$ cat config.mk
export PLATFORM = sky130hd
export DESIGN_NAME = bmc_soft_pipe_flat
export DESIGN_NICKNAME = d
export VERILOG_FILES = /design/src/rtl/bmc_soft_pipe_if.sv /design/src/rtl/bmc_soft_pipe.sv /design/src/flat_wrapper.sv
export SDC_FILE = /design/constraint.sdc
export NUM_CORES = 1
export LEC_CHECK = 0
export CAP_MARGIN = 10
export CORE_MARGIN = 4
export CORE_UTILIZATION = 58
export CTS_BUF_LIST = sky130_fd_sc_hd__clkbuf_4
export DETAILED_ROUTE_END_ITERATION = 7
export PLACE_DENSITY = 0.91
export SLEW_MARGIN = 20
export SYNTH_ARGS = -nofsm -noshare
export SYNTH_HDL_FRONTEND = slang
export SYNTH_SLANG_ARGS = --single-unit
$ cat constraint.sdc
create_clock -name clk -period 5.6 [get_ports clk]
set_input_delay 1.68 -clock clk [delete_from_list [all_inputs] [get_ports clk]]
set_output_delay 1.68 -clock clk [all_outputs]
set_load 0.03 [all_outputs]
$ cat src/rtl/bmc_soft_pipe_if.sv
// Branch-metric transfer bundle: upstream branch handshake in, metric handshake out.
interface bmc_soft_pipe_if #(
  parameter int NSYM = 2,
  parameter int SW   = 3,
  parameter int MW   = $clog2(NSYM * (2**SW - 1) + 1)
);
  logic                      in_valid;
  logic                      in_ready;
  logic [NSYM*SW-1:0]        rx_sym;
  logic [NSYM-1:0]           erase;
  logic                      in_last;
  logic                      out_valid;
  logic                      out_ready;
  logic [(2**NSYM)*MW-1:0]   bm;
  logic                      out_last;
  logic [15:0]               branch_cnt;

  modport slave (
    input  in_valid, rx_sym, erase, in_last, out_ready,
    output in_ready, out_valid, bm, out_last, branch_cnt
  );

  modport master (
    output in_valid, rx_sym, erase, in_last, out_ready,
    input  in_ready, out_valid, bm, out_last, branch_cnt
  );
endinterface

$ cat src/rtl/bmc_soft_pipe.sv
// Soft/hard-decision branch metric unit: per-symbol distances in stage 1,
// all 2**NSYM hypothesis sums in stage 2, plus a per-frame branch counter.
module bmc_soft_pipe #(
  parameter int NSYM = 2,
  parameter int SW   = 3,
  parameter int MW   = $clog2(NSYM * (2**SW - 1) + 1)
) (
  input logic            clk,
  input logic            rst_n,
  bmc_soft_pipe_if.slave bus
);
  localparam int NH = 2**NSYM;
  localparam logic [SW-1:0] SMAX = '1;

  logic [SW-1:0]      d0_q [NSYM];
  logic [SW-1:0]      d0_d [NSYM];
  logic [SW-1:0]      d1_q [NSYM];
  logic [SW-1:0]      d1_d [NSYM];
  logic               s1_valid_q, s1_valid_d;
  logic               s1_last_q, s1_last_d;
  logic [NH*MW-1:0]   bm_q, bm_d;
  logic               out_valid_q, out_valid_d;
  logic               out_last_q, out_last_d;
  logic [15:0]        branch_cnt_q, branch_cnt_d;
  logic [MW-1:0]      acc;

  logic s2_adv, s1_adv, in_hs, out_hs;

  assign s2_adv = ~out_valid_q | bus.out_ready;
  assign s1_adv = ~s1_valid_q | s2_adv;
  assign in_hs  = bus.in_valid & s1_adv;
  assign out_hs = out_valid_q & bus.out_ready;

  // d0 is the distance assuming code bit 0, d1 assuming code bit 1.
  always_comb begin
    d0_d       = d0_q;
    d1_d       = d1_q;
    s1_last_d  = s1_last_q;
    s1_valid_d = s1_adv ? bus.in_valid : s1_valid_q;
    if (in_hs) begin
      s1_last_d = bus.in_last;
      for (int unsigned i = 0; i < NSYM; i++) begin
        d0_d[i] = bus.erase[i] ? '0 : bus.rx_sym[i*SW +: SW];
        d1_d[i] = bus.erase[i] ? '0 : SMAX - bus.rx_sym[i*SW +: SW];
      end
    end
  end

  always_comb begin
    bm_d        = bm_q;
    out_last_d  = out_last_q;
    out_valid_d = s2_adv ? s1_valid_q : out_valid_q;
    acc         = '0;
    if (s2_adv && s1_valid_q) begin
      out_last_d = s1_last_q;
      for (int unsigned h = 0; h < NH; h++) begin
        acc = '0;
        for (int unsigned i = 0; i < NSYM; i++) begin
          acc = acc + MW'(h[i] ? d1_q[i] : d0_q[i]);
        end
        bm_d[h*MW +: MW] = acc;
      end
    end
  end

  // End-of-frame clear overrides the increment of that same handshake.
  always_comb begin
    branch_cnt_d = branch_cnt_q;
    if (out_hs) begin
      if (out_last_q) begin
        branch_cnt_d = '0;
      end else if (branch_cnt_q != '1) begin
        branch_cnt_d = branch_cnt_q + 16'd1;
      end
    end
  end

  always_ff @(posedge clk) begin
    if (!rst_n) begin
      d0_q         <= '{default: '0};
      d1_q         <= '{default: '0};
      s1_valid_q   <= 1'b0;
      s1_last_q    <= 1'b0;
      bm_q         <= '0;
      out_valid_q  <= 1'b0;
      out_last_q   <= 1'b0;
      branch_cnt_q <= '0;
    end else begin
      d0_q         <= d0_d;
      d1_q         <= d1_d;
      s1_valid_q   <= s1_valid_d;
      s1_last_q    <= s1_last_d;
      bm_q         <= bm_d;
      out_valid_q  <= out_valid_d;
      out_last_q   <= out_last_d;
      branch_cnt_q <= branch_cnt_d;
    end
  end

  assign bus.in_ready   = s1_adv;
  assign bus.out_valid  = out_valid_q;
  assign bus.bm         = bm_q;
  assign bus.out_last   = out_last_q;
  assign bus.branch_cnt = branch_cnt_q;
endmodule

$ cat src/flat_wrapper.sv
// flat-port wrapper written by rule: the top's interface ports become plain ports
module bmc_soft_pipe_flat 
#(
  parameter int NSYM = 2,
  parameter int SW   = 3,
  parameter int MW   = $clog2(NSYM * (2**SW - 1) + 1)
)
  (clk, rst_n, bus_in_valid, bus_rx_sym, bus_erase, bus_in_last, bus_out_ready, bus_in_ready, bus_out_valid, bus_bm, bus_out_last, bus_branch_cnt);
  bmc_soft_pipe_if #(.NSYM(NSYM), .SW(SW), .MW(MW)) bus_i ();
  input logic clk;
  input logic rst_n;
  input wire logic [$bits(bus_i.in_valid)-1:0] bus_in_valid;
  input wire logic [$bits(bus_i.rx_sym)-1:0] bus_rx_sym;
  input wire logic [$bits(bus_i.erase)-1:0] bus_erase;
  input wire logic [$bits(bus_i.in_last)-1:0] bus_in_last;
  input wire logic [$bits(bus_i.out_ready)-1:0] bus_out_ready;
  output wire logic [$bits(bus_i.in_ready)-1:0] bus_in_ready;
  output wire logic [$bits(bus_i.out_valid)-1:0] bus_out_valid;
  output wire logic [$bits(bus_i.bm)-1:0] bus_bm;
  output wire logic [$bits(bus_i.out_last)-1:0] bus_out_last;
  output wire logic [$bits(bus_i.branch_cnt)-1:0] bus_branch_cnt;
  assign bus_i.in_valid = bus_in_valid;
  assign bus_i.rx_sym = bus_rx_sym;
  assign bus_i.erase = bus_erase;
  assign bus_i.in_last = bus_in_last;
  assign bus_i.out_ready = bus_out_ready;
  assign bus_in_ready = bus_i.in_ready;
  assign bus_out_valid = bus_i.out_valid;
  assign bus_bm = bus_i.bm;
  assign bus_out_last = bus_i.out_last;
  assign bus_branch_cnt = bus_i.branch_cnt;
  bmc_soft_pipe #(.NSYM(NSYM), .SW(SW), .MW(MW)) u_core (.clk(clk), .rst_n(rst_n), .bus(bus_i));
endmodule
==> flow_summary.toml <==
[outcome]
outcome = "finished, final reports clean"

[worst_setup_path]
cp.required_ns = 3.92
reg2reg_from = "u_core.bus.branch_cnt[0]$_SDFFE_PN0P_"
reg2reg_depth = 5
cp_cell_sequence = "clkdlybuf4s50_1, nand3b_1, clkdlybuf4s50_1"
crit_start = "bus_out_ready"
critPathKind = "primary input to output pin"
crit_family = "buffers and inverters"
cpMostUsedCell = "clkdlybuf4s50_1"
path_buf_inv = 2
crit_path_top_delay_cell = "clkdlybuf4s50_1"
critical_path_depth = 3
cpPeakStageDelay_ns = 0.70
worstSetupEndpoint = "bus_in_ready"
r2r_end = "u_core.bus.branch_cnt[7]$_SDFFE_PN0P_"
r2r_slack_ns = 3.43
cp.arrival_ns = 3.15
start_kind = "primary input"
end_kind = "output pin"
cp_max_fo = 7

[clocking]
path_clk_slew_ns = 0.14
cts.sinks = 48
insertion_delay_ns = 0.37
tritoncts = "built"
cts_resized = 0
cts-buffers-inserted = 5
post-cts-setup-buffer-count = 0
cts.path.max_buffers = 2
clockRootBuffer = "clkbuf_4"
htreeDepth = 2
ctsHoldBuffers = 0

[route]
vias = 2326
drc = 0
routedWlPerCell_um = 16.1
wirelength_um = 6060
antenna_left = 0
dr.pass1.iters = 5
drt_iter0_drc = 276
via_per_inst = 6.20

[yosys]
synth_cell_types = 50
syn_area_um2 = 2500
ys_warn_count = 0
yosysTopAreaCellShare = 0.385
syn-num-nets = 319
syn_inst = 289
syn_avg_cell_area_um2 = 8.65
yosysSeqAreaShare = 0.385
ys_ff_latch = 48
synthTopCellsByArea = "dfxtp_1, a21oi_1, nand2_1"
synth.largest_area_cell = "dfxtp_1"

[sta]
setup_tns_ns = 0
period_minus_slack_ns = 4.83
drv_slew = 0
clock_skew_ns = 0.0112
fin_crit_sh = 0.863
setup_violations = 0
worst_slew_pin_slew_ns = 0.892
finalHoldViolCount = 0
layout_setup_ws_ns = 0.767
relSlewSlack = 0.405
rsz0062_at_grt = "no"
fmax_ghz = 0.207

[placed_design]
place_ws_ns = 0.796
io_buffer_count = 47
hpwl_um = 4160
place_congestion = 0.844

[job]
maxCapViolations = 0

[power_and_ir_drop]
switchingPower_mw = 0.172
powerDensity_nw_per_um2 = 205
pwr-share-comb = 0.136
pwr-share-clk = 0.275
ir_drop_v = 0.000175
power.leakage_nw = 1.13
p_seq_frac = 0.590
p_int_mw = 0.446
swShare = 0.278

[floorplanning]
chipHeight_um = 73.6
dieArea_um2 = 5420
rows = 23
initial_core_util = 0.611
fp.coreArea_um2 = 4090
ios = 48
die_x_um = 73.6

[global_routing]
antenna_found_initial = 0
grt_pass1_vias = 2058
grt_max_degree = 38
grt_usage = 0.231
grt_first_pass_wirelength_um = 9670
grt.overflow.total = 0

[hold_path]
hold_class = "flop to flop"
hold_start = "u_core.s1_last_q$_SDFFE_PN0P_"

[finish]
nNetsFinal = 354
drive_gt1_frac = 0.0585
antenna_cells = 0
area_growth_syn_to_layout_pct = 20.6
==> Yosys cell counts (all sizes together) <==
library cell / number
nor2b: 2
nor4: 5
a21o: 5
mux2i: 2
o22ai: 1
a31o: 2
nand4: 7
nor2: 11
dfxtp: 48
nand4bb: 1
a211oi: 10
clkbuf: 15
inv: 4
and4: 4
o21a: 1
xnor2: 4
nand3: 4
fa: 4
or3: 6
or2: 1
and2: 5
ha: 13
a221oi: 1
and3: 2
a41oi: 3
nand3b: 8
a21oi: 38
and3b: 1
or4: 2
nand4b: 4
o21ai: 12
a31oi: 7
nor3: 2
nor3b: 2
nand2: 44
a311oi: 2
nand2b: 1
a22o: 1
buf: 4
==> power groups by stage <==
stage | Clock, mW | Combinational, mW | Sequential [mW]
after global placement | 0 | 0.0805 | 0.371
after CTS | 0.168 | 0.0838 | 0.364
final | 0.170 | 0.0839 | 0.364
after floorplan | 0 | 0.0392 | 0.381
after detailed placement | 0 | 0.0830 | 0.371
after global routing | 0.185 | 0.0908 | 0.366
==> worst min-delay path by stage <==
| stage | endpoint | cells past startpoint |
|---|---|---|
| 4_1_cts | u_core.bus.out_last$_SDFFE_PN0P_ | 2 |
| 2_1_floorplan | u_core.bus.out_last$_SDFFE_PN0P_ | 2 |
| 5_1_grt | u_core.bus.out_last$_SDFFE_PN0P_ | 2 |
| 6_report | u_core.bus.out_last$_SDFFE_PN0P_ | 2 |
| 3_5_place_dp | u_core.bus.out_last$_SDFFE_PN0P_ | 2 |
| 3_3_place_gp | u_core.bus.out_last$_SDFFE_PN0P_ | 2 |
==> area by class of cell <==
class,count,area [um2]
multi-input cells,218,1450
fillers,319,1070
flip-flops and latches,48,961
repair buffers,47,470
well taps,50,62.6
clock buffers,7,52.6
inverters,4,15.0
clock inverters,1,3.75
==> worst register-to-register path, cell delays in order (launching register included) <==
cell and delay (ns):
dfxtp_1 0.44, ha_1 0.26, nand4_1 0.33, nor3b_2 0.60
a21oi_4 0.19, a311oi_1 0.28
==> layout by cell type (no fill, tap or decap), types with 2 or more instances in the layout <==
| cell type | instances |
|---|---|
| a211oi_1 | 10 |
| a21o_1 | 4 |
| a21oi_1 | 37 |
| a311oi_1 | 2 |
| a31o_2 | 2 |
| a31oi_1 | 7 |
| a41oi_1 | 3 |
| and2_1 | 4 |
| and4_1 | 3 |
| clkbuf_4 | 7 |
| clkdlybuf4s50_1 | 47 |
| dfxtp_1 | 48 |
| fa_1 | 4 |
| ha_1 | 13 |
| inv_1 | 3 |
| mux2i_1 | 2 |
| nand2_1 | 44 |
| nand3_1 | 4 |
| nand3b_1 | 8 |
| nand4_1 | 6 |
| nand4b_1 | 4 |
| nor2_1 | 11 |
| nor2b_1 | 2 |
| nor3_1 | 2 |
| nor4_1 | 4 |
| o21ai_0 | 12 |
| or3_1 | 6 |
| xnor2_1 | 4 |
==> state kept, by name (all words and copies together), names as in the netlist <==
name / count
u_core.bus.bm: 16
u_core.bus.branch_cnt: 16
u_core.d0_q: 6
u_core.d1_q: 6
u_core.bus.out_last: 1
u_core.bus.out_valid: 1
u_core.s1_last_q: 1
u_core.s1_valid_q: 1
==> through the flow <==
stage	power [mW]	hold WS [ns]	std cells	instance area, um2	util
detailed placement	0.454	0.444	367	2960	0.724
CTS	0.616	0.462	375	3010	0.738
floorplan	0.420	0.432	289	2500	-
global route	0.641	0.480	375	3010	0.738
global placement	0.451	0.438	367	2960	0.724
finish	0.618	0.464	375	3010	0.738
==> layer usage <==
metal,GRT usage,vias to the layer above,share of wire
met2,0.353,97,0.45
met1,0.323,1090,0.46
met4,0.0905,0,0.015
met5,0,-,0
li1,-,1127,-
met3,0.0383,12,0.070
==> kinds of logic (layout without fill, tap and decap cells) <==
group | count (synthesis) | after routing | synth area share
AOI/OAI and AO/OA | 83 | 83 | 0.205
xor gates and xnor gates | 4 | 4 | 0.0140
adders and majority gates | 17 | 17 | 0.0971
buffers and inverters | 23 | 59 | 0.0356
DFF | 48 | 48 | 0.385
muxes | 2 | 2 | 0.00801
and+or+nand+nor | 112 | 112 | 0.256
Note: power is estimated with default switching activity, not from simulation.
